==> src/rtl/mem_pkg.sv <==
// Shared types and constants for the CPU memory-side responder.
package mem_pkg;

  localparam int unsigned DefaultAddrWidth = 8;
  localparam int unsigned DefaultDataWidth = 8;
  localparam int unsigned MaxWaitStates    = 7;
  localparam int unsigned CntWidth         = $clog2(MaxWaitStates + 1);

  typedef enum logic [1:0] {
    StIdle,
    StWait,
    StResp
  } mem_state_t;

  // A request is legal only when exactly one direction qualifier is set.
  function automatic logic is_legal_req(input logic we, input logic oe);
    return we ^ oe;
  endfunction

endpackage

==> src/rtl/cpu_mem_responder_if.sv <==
// Single-beat request/response bus between the CPU (or loader) and the memory responder.
interface cpu_mem_responder_if #(
  parameter int unsigned ADDR_WIDTH = mem_pkg::DefaultAddrWidth,
  parameter int unsigned DATA_WIDTH = mem_pkg::DefaultDataWidth
) ();

  logic                  cs;
  logic                  we;
  logic                  oe;
  logic [ADDR_WIDTH-1:0] addr;
  logic [DATA_WIDTH-1:0] wdata;
  logic [DATA_WIDTH-1:0] rdata;
  logic                  ready;
  logic                  busy;
  logic                  err;

  modport master (
    output cs, we, oe, addr, wdata,
    input  rdata, ready, busy, err
  );

  modport slave (
    input  cs, we, oe, addr, wdata,
    output rdata, ready, busy, err
  );

endinterface

==> src/rtl/mem_array.sv <==
// Word-addressed storage with synchronous write and registered synchronous read.
module mem_array
  import mem_pkg::*;
#(
  parameter int unsigned ADDR_WIDTH = DefaultAddrWidth,
  parameter int unsigned DATA_WIDTH = DefaultDataWidth
) (
  input  logic                  clk,
  input  logic                  rst_n,
  input  logic                  we,
  input  logic                  re,
  input  logic [ADDR_WIDTH-1:0] addr,
  input  logic [DATA_WIDTH-1:0] wdata,
  output logic [DATA_WIDTH-1:0] rdata
);

  logic [DATA_WIDTH-1:0] mem_q [2**ADDR_WIDTH];
  logic [DATA_WIDTH-1:0] rdata_q;

  // Storage keeps its contents across reset.
  always_ff @(posedge clk) begin
    if (we) begin
      mem_q[addr] <= wdata;
    end
  end

  // Only the read register is reset, so rdata starts at zero and holds between reads.
  always_ff @(posedge clk or negedge rst_n) begin
    if (!rst_n) begin
      rdata_q <= '0;
    end else if (re) begin
      rdata_q <= mem_q[addr];
    end
  end

  assign rdata = rdata_q;

endmodule

==> src/rtl/cpu_mem_responder.sv <==
// Memory-side responder: accepts one request, waits WAIT_STATES cycles, commits, strobes ready.
module cpu_mem_responder
  import mem_pkg::*;
#(
  parameter int unsigned ADDR_WIDTH  = DefaultAddrWidth,
  parameter int unsigned DATA_WIDTH  = DefaultDataWidth,
  parameter int unsigned WAIT_STATES = 1
) (
  input logic                clk,
  input logic                rst_n,
  cpu_mem_responder_if.slave bus
);

  localparam logic [CntWidth-1:0] WaitLoad = CntWidth'(WAIT_STATES);

  mem_state_t            state_q;
  logic [CntWidth-1:0]   cnt_q;
  logic [ADDR_WIDTH-1:0] addr_q;
  logic [DATA_WIDTH-1:0] wdata_q;
  logic                  write_q;
  logic                  ready_q;
  logic                  busy_q;
  logic                  err_q;
  logic                  commit;

  // The access happens on the edge that moves WAIT into RESP.
  assign commit = (state_q == StWait) && (cnt_q == '0);

  always_ff @(posedge clk or negedge rst_n) begin
    if (!rst_n) begin
      state_q <= StIdle;
      cnt_q   <= '0;
      addr_q  <= '0;
      wdata_q <= '0;
      write_q <= 1'b0;
      ready_q <= 1'b0;
      busy_q  <= 1'b0;
      err_q   <= 1'b0;
    end else begin
      ready_q <= 1'b0;
      err_q   <= 1'b0;
      unique case (state_q)
        StIdle: begin
          if (bus.cs) begin
            if (is_legal_req(bus.we, bus.oe)) begin
              addr_q  <= bus.addr;
              wdata_q <= bus.wdata;
              write_q <= bus.we;
              cnt_q   <= WaitLoad;
              busy_q  <= 1'b1;
              state_q <= StWait;
            end else begin
              err_q <= 1'b1;
            end
          end
        end
        StWait: begin
          if (cnt_q == '0) begin
            ready_q <= 1'b1;
            state_q <= StResp;
          end else begin
            cnt_q <= cnt_q - 1'b1;
          end
        end
        StResp: begin
          busy_q  <= 1'b0;
          state_q <= StIdle;
        end
        default: state_q <= StIdle;
      endcase
    end
  end

  mem_array #(
    .ADDR_WIDTH (ADDR_WIDTH),
    .DATA_WIDTH (DATA_WIDTH)
  ) u_mem_array (
    .clk   (clk),
    .rst_n (rst_n),
    .we    (commit && write_q),
    .re    (commit && !write_q),
    .addr  (addr_q),
    .wdata (wdata_q),
    .rdata (bus.rdata)
  );

  assign bus.ready = ready_q;
  assign bus.busy  = busy_q;
  assign bus.err   = err_q;

endmodule
==> src/flat_wrapper.sv <==
// flat-port wrapper written by rule: the top's interface ports become plain ports
module cpu_mem_responder_flat import mem_pkg::*;
#(
  parameter int unsigned ADDR_WIDTH  = DefaultAddrWidth,
  parameter int unsigned DATA_WIDTH  = DefaultDataWidth,
  parameter int unsigned WAIT_STATES = 1
)
  (clk, rst_n, bus_cs, bus_we, bus_oe, bus_addr, bus_wdata, bus_rdata, bus_ready, bus_busy, bus_err);
  cpu_mem_responder_if #(.ADDR_WIDTH(ADDR_WIDTH), .DATA_WIDTH(DATA_WIDTH)) bus_i ();
  input logic clk;
  input logic rst_n;
  input wire logic [$bits(bus_i.cs)-1:0] bus_cs;
  input wire logic [$bits(bus_i.we)-1:0] bus_we;
  input wire logic [$bits(bus_i.oe)-1:0] bus_oe;
  input wire logic [$bits(bus_i.addr)-1:0] bus_addr;
  input wire logic [$bits(bus_i.wdata)-1:0] bus_wdata;
  output wire logic [$bits(bus_i.rdata)-1:0] bus_rdata;
  output wire logic [$bits(bus_i.ready)-1:0] bus_ready;
  output wire logic [$bits(bus_i.busy)-1:0] bus_busy;
  output wire logic [$bits(bus_i.err)-1:0] bus_err;
  assign bus_i.cs = bus_cs;
  assign bus_i.we = bus_we;
  assign bus_i.oe = bus_oe;
  assign bus_i.addr = bus_addr;
  assign bus_i.wdata = bus_wdata;
  assign bus_rdata = bus_i.rdata;
  assign bus_ready = bus_i.ready;
  assign bus_busy = bus_i.busy;
  assign bus_err = bus_i.err;
  cpu_mem_responder #(.ADDR_WIDTH(ADDR_WIDTH), .DATA_WIDTH(DATA_WIDTH), .WAIT_STATES(WAIT_STATES)) u_core (.clk(clk), .rst_n(rst_n), .bus(bus_i));
endmodule
==> config.mk <==
export PLATFORM = sky130hd
export DESIGN_NAME = cpu_mem_responder_flat
export DESIGN_NICKNAME = d
export VERILOG_FILES = /design/src/rtl/mem_pkg.sv /design/src/rtl/cpu_mem_responder_if.sv /design/src/rtl/mem_array.sv /design/src/rtl/cpu_mem_responder.sv /design/src/flat_wrapper.sv
export SDC_FILE = /design/constraint.sdc
export NUM_CORES = 2
export LEC_CHECK = 0
export CAP_MARGIN = 30
export CELL_PAD_IN_SITES_DETAIL_PLACEMENT = 0
export CELL_PAD_IN_SITES_GLOBAL_PLACEMENT = 2
export CORE_MARGIN = 2
export CORE_UTILIZATION = 55
export CTS_BUF_LIST = sky130_fd_sc_hd__clkbuf_4 sky130_fd_sc_hd__clkbuf_8 sky130_fd_sc_hd__clkbuf_16
export DETAILED_ROUTE_END_ITERATION = 7
export PLACE_DENSITY_LB_ADDON = 0.08
export SLEW_MARGIN = 20
export SYNTH_ARGS = -nofsm -noshare
export SYNTH_HDL_FRONTEND = slang
export SYNTH_SLANG_ARGS = --single-unit
==> constraint.sdc <==
create_clock -name clk -period 6.5 [get_ports clk]
set_input_delay 1.3 -clock clk [delete_from_list [all_inputs] [get_ports clk]]
set_output_delay 1.3 -clock clk [all_outputs]
set_load 0.005 [all_outputs]
Word level (Yosys, flattened, before mapping)
Memories as Yosys holds them, arrays and structs flattened. A register that Yosys moved wholly into a read port is not among the register bits.
Index checks and enable logic that the tools add are counted.
{ "totals": {"register_bits": 25, "mem_bits_rw": 2048, "in_bits": 21, "out_inout_bits": 11, "word_cells": 48, "n_memories": 1} }
{ "classes": {"addsub": 1, "n_eq_ne": 6, "muxes": 18, "n_bitwise": 1, "reduce_logical": 13} }
{ "memory_table": {"columns": ["name", "words", "word_bits", "rd", "rd_clocked_by_memory_dff", "write_ports", "line_no", "text"], "rows": [
  ["u_core.u_mem_array.mem_q", 256, 8, 1, 1, 1, "mem_array.sv:17", "logic [DATA_WIDTH-1:0] mem_q [2**ADDR_WIDTH];"]
]} }
{ "op_table": {"columns": ["cell", "n"], "rows": [
  ["1-bit 2-to-1 mux", 9],
  ["3-bit 2-to-1 mux", 3],
  ["3-bit AND reduction", 3],
  ["2-bit 2-to-1 mux", 3],
  ["2-bit inequality test (second input constant)", 3],
  ["3-bit case mux with 2 select lines", 1],
  ["2-bit case mux with 2 select lines", 1],
  ["4-bit AND reduction", 1],
  ["2-bit nonzero test", 2],
  ["1-bit logical AND", 3],
  ["3-bit zero test", 1],
  ["3-bit by 1-bit subtractor with 3-bit output (second input constant)", 1],
  ["2-bit by 1-bit equality test with 1-bit output (second input constant)", 1],
  ["2-bit equality test (second input constant)", 1],
  ["1-bit zero test", 2],
  ["2-bit zero test", 1],
  ["2-bit by 1-bit inequality test with 1-bit output (second input constant)", 1],
  ["1-bit case mux with 2 select lines", 1],
  ["1-bit XOR", 1]
]} }

Depth between registers and ports, before layout
{ "logic_depth": {"ltp_word": 5, "ltp_mapped": 13, "depth_no_buf": 10} }

By module
Synthesis repeated with hierarchy kept, for this count alone.
{ "unflattened": {"hier_cells": 3664, "hier_area_um2": 80618.6} }
{ "by_module_without_submodules": {"columns": ["mod", "instances", "cells_per_inst", "area_per_inst_um2", "seq_area_each_um2"], "rows": [
  ["mem_array", 1, 3591, 79532.5, 61699.2],
  ["cpu_mem_responder", 1, 73, 1086.0, 625.6]
]} }

Worst setup path before layout
Ideal clock, no wire load.
{ "synth_path": {"path_type": "register -> register", "start": "register u_core.wdata_q[0]", "end": "memory u_core.u_mem_array.mem_q[0][0] (netlist name), data pin", "setup_time_ns": 0.803, "t_arrival_ns": 3.179, "t_required_ns": 5.697, "setup_slack_ns": 2.518, "path_stages_with_launch": 1, "n_path_buf": 0, "period_less_slack_ns": 3.982, "cell_sequence": "dfrtp_1"} }
{ "synth_rtl": {"columns": ["element", "line_no", "text"], "rows": [
  ["start: declaration", "cpu_mem_responder.sv:19", "logic [DATA_WIDTH-1:0] wdata_q;"],
  ["start signal: assignment", "cpu_mem_responder.sv:47", "wdata_q <= bus.wdata;"],
  ["end: declaration", "mem_array.sv:17", null]
]} }
Straight into the memory's write port.

==> run summary <==
The flow ran to the end, and the final reports show no timing, DRC or antenna violations. The tools report the number of antenna violations at the first check in global routing as 6. For the post-route antenna net violation count, the log shows 0.

The number of synthesized flops with an enable pin was 2048; the largest net degree at the start of global routing was 193. After synthesis, the share of flip-flops with an asynchronous set or reset is 1.586%. Clock-pin slew was measured on the worst setup and hold paths at 0.06 ns. Data on the critical path is required at its endpoint by 7.16 ns. For this run, the leading register cell type out of synthesis is sky130_fd_sc_hd__edfxtp_1. The tools report the final HPWL from detailed placement as 127100 microns. The fraction of synthesized area in multiplexers is 16.16%. The synthesized netlist contains 57 unique library cells.

After the last flow step, the layout net total stands at 3966. For the final routed database, the setup TNS stands at 0 ns. Input and output buffers added on the ports amount to 31.

The via count normalized by instance count was 6.606; the routed wire length per instance was 34.86 microns. The maximum buffer depth of the clock tree was 3; the proportion of synthesized chip area in sequential cells was 77.07%. The logs give 80870 sq um for the post-synth design cell area and 32 for the I/O pin total. The first global-routing pass estimated 298300 microns of wire. The number of rows in the core area is 140.

Launch point of the worst reg-to-reg path: u_core.addr_q[1]. The number of global-route vias before repair was 39924; the cell area reported after detailed placement was 83340 sq um. Gates resized during post-CTS repair numbered 0. In the global route stage, overall resource usage came out at 28.11%. The first-pass iteration count of the detailed router came out at 7.

The region available for standard cell placement spans 145700 sq um. After layout, the minimum clock period comes to 4.271 ns. Across the run, the number of max-cap violations was 0. From synthesis to final layout, the design area changed by 11.75%. The first routing iteration left 4570 violations. By area, the combinational part of the netlist is dominated by multiplexers. OpenSTA, run right after detailed placement, puts the worst setup slack at 2.327 ns.

The cell depth of the worst flop-to-flop path came out at 8. Across the routed clock network, the largest skew measured is 0.02602 ns. Dividing total power by cell area gives a power density of 457.8 nW/um^2. After synthesis the netlist holds a flip-flop and latch count of 2081. The die area is 150100 sq um, and the share of the synthesized area in compound gates (AO/OA/AOI/OAI) is 2.101%.

The logs give 3828 for the post-synthesis cell count and 22.88% for the remaining max-slew budget at the tightest pin. The xor and xnor area share after synthesis came out at 0.01083%. In this run the worst hold path is classified as in -> async. The critical path startpoint category was a flop.

From left edge to right edge, the die measures 387.4 microns. The final hold violation count was 0; the CTS buffer count was 206. TritonCTS built the clock tree. After routing the design area is 90370 sq um.

The setup fix buffers added after clock tree synthesis is 0, and the largest fanout of any net on the critical path is 76. The via count is 39833, and the TritonCTS sink count is 2081. The detailed-route DRC error count is 0. For the pin with the worst max-slew slack, the measured transition is 1.157 ns. Across all register-to-register paths, the minimum setup slack is 2.23 ns. Setup violations remaining at the end of the flow were counted as 0.

The data arrival time of the worst path is 4.93 ns, and the final worst setup slack is 2.229 ns. The tree is rooted in a sky130_fd_sc_hd__clkbuf_16. The H-tree was split into 4 levels. Timing would allow up to 0.2342 GHz. The run gives 0.84 ns as the later-pin clock latency in the skew report. The run gives 55.49% as the initial standard-cell utilization of the core. In this run the critical register-to-register path is captured at u_core.u_mem_array.rdata[3]. The number of hold buffers added after CTS was 0.

Setup repair after global routing left no endpoint under its margin. STA classifies the critical path endpoint as a flop. In the final layout, the share of cells above drive strength 1 is 24.37%. The die is 387.4 microns tall. The run gives 3851 as the post-synth net total. Of the total synthesized cell area, the portion taken by AND, OR, NAND and NOR gates is 3.057%. For the static power due to leakage, the log shows 0.02828 uW. After layout, the worst path uses 65.70% of the clock period. The logs give 210200 microns for the total detailed-routing wirelength and 0.8772 for the global placement routability congestion. The final count of pins violating max slew is 0. The setup path with the least slack is of type reg -> reg. The library cell used most frequently in the layout, excluding fill and tap cells, is sky130_fd_sc_hd__edfxtp_1. The average instance in the mapped netlist occupies 21.12 sq um. Global routing finished with a remaining overflow of 0. The count of warnings emitted by yosys is 0, and the fraction of the mapped netlist area in adder cells is 0.03094%.

For the maximum vdd drop, the log shows 0.3486 mV. The top cell types in the final layout, fill and taps aside, are 2048 x sky130_fd_sc_hd__edfxtp_1, 505 x sky130_fd_sc_hd__mux4_2, 289 x sky130_fd_sc_hd__nor2_1.
-- cell families after synthesis --
logic type               after synthesis
flip-flops                          2081
buffers and inverters                242
multiplexers                         668
AND/OR/NAND/NOR                      595
XOR/XNOR                               1
AO/OA/AOI/OAI                        239
adder cells (fa/ha/maj)                2
-- through the flow --
step | std cells | total power, uW | utilization [%] | hold WS (ns)
5_1_grt | 6029 | 42680 | 62.01 | 0.3769
3_5_place_dp | 5630 | 29810 | 57.18 | 0.5020
6_report | 6030 | 41370 | 62.01 | 0.4045
2_1_floorplan | 3828 | 25500 | - | 0.4657
4_1_cts | 6007 | 41570 | 61.84 | 0.3560
3_3_place_gp | 5615 | 29560 | 57.05 | 0.4977
-- state kept, by name, summed over array words and instances (netlist names) --
register / count
u_core.state_q: 2
u_core.bus.err: 1
u_core.write_q: 1
u_core.addr_q: 8
u_core.bus.ready: 1
u_core.wdata_q: 8
u_core.bus.busy: 1
u_core.u_mem_array.mem_q: 2048
u_core.cnt_q: 3
u_core.u_mem_array.rdata: 8
-- critical path, cell delays in order, from the launching register on --
cell                       delay, ns
sky130_fd_sc_hd__dfrtp_4        0.66
sky130_fd_sc_hd__buf_12         0.40
sky130_fd_sc_hd__buf_4          0.65
sky130_fd_sc_hd__mux4_2         0.57
sky130_fd_sc_hd__mux2i_1        0.22
sky130_fd_sc_hd__a211o_1        0.23
sky130_fd_sc_hd__a211oi_1       0.07
sky130_fd_sc_hd__o21ai_0        0.81
sky130_fd_sc_hd__a31oi_1        0.15
-- routing by layer --
layer	track usage, %	share of wire [%]	vias to the layer above
met4	7.997	2.7	2
met2	44.60	49	2037
met1	40.45	40	21411
li1	-	-	16102
met3	5.479	8.6	281
met5	0	0.0062	-
-- Yosys cell counts (9+ instances only) --
cell                       number  area, sq um
sky130_fd_sc_hd__mux4_2       505        11370
sky130_fd_sc_hd__a22o_1         9        78.83
sky130_fd_sc_hd__a31oi_1       14        87.58
sky130_fd_sc_hd__mux2_2        22        247.7
sky130_fd_sc_hd__clkbuf_1      93        349.1
sky130_fd_sc_hd__a32oi_1       34        297.8
sky130_fd_sc_hd__nand2_1      192        720.7
sky130_fd_sc_hd__o21ai_0       26        130.1
sky130_fd_sc_hd__buf_2         81        405.4
sky130_fd_sc_hd__nor2_1       291         1092
sky130_fd_sc_hd__mux2i_1      139         1391
sky130_fd_sc_hd__and3_1        11        68.82
sky130_fd_sc_hd__a22oi_1       35        262.8
sky130_fd_sc_hd__a21oi_1       36        180.2
sky130_fd_sc_hd__buf_4         41        307.8
sky130_fd_sc_hd__o22ai_1       25        156.4
sky130_fd_sc_hd__nor2b_1       14        87.58
sky130_fd_sc_hd__nand3_1       43        215.2
sky130_fd_sc_hd__dfrtp_1       33        825.8
sky130_fd_sc_hd__edfxtp_1    2048        61500
sky130_fd_sc_hd__a211oi_1      12        90.09
sky130_fd_sc_hd__buf_6         10        112.6
-- where the power goes --
| group | leakage, uW | switching, uW | internal, uW |
|---|---|---|---|
| Sequential | 0.0188 | 815 | 16900 |
| Combinational | 0.00610 | 7530 | 4260 |
| Clock | 0.00338 | 4970 | 6910 |
| Total | 0.0283 | 13300 | 28100 |
-- worst max path at each step --
stage / endpoint / slack, ns / from
floorplan: u_core.u_mem_array.mem_q[0][0] / 2.52 / u_core.wdata_q[0]
global placement: u_core.u_mem_array.rdata[7] / 1.95 / u_core.addr_q[5]
detailed placement: u_core.u_mem_array.rdata[3] / 2.33 / u_core.addr_q[1]
CTS: u_core.u_mem_array.rdata[3] / 2.31 / u_core.addr_q[1]
global route: u_core.u_mem_array.rdata[3] / 2.04 / u_core.addr_q[1]
finish: u_core.u_mem_array.rdata[3] / 2.23 / u_core.addr_q[1]
-- cell type report --
cell class / instances / area [sq um]
clock buffers: 270 / 5725
inverters: 10 / 41.29
multi-input cells: 1505 / 17340
clock inverters: 107 / 1061
flip-flops and latches: 2081 / 62370
repair buffers: 139 / 1431
well taps: 1917 / 2399
fillers: 10025 / 55370
diodes: 1 / 2.502
No activity file was read; power rests on OpenSTA's default activity.
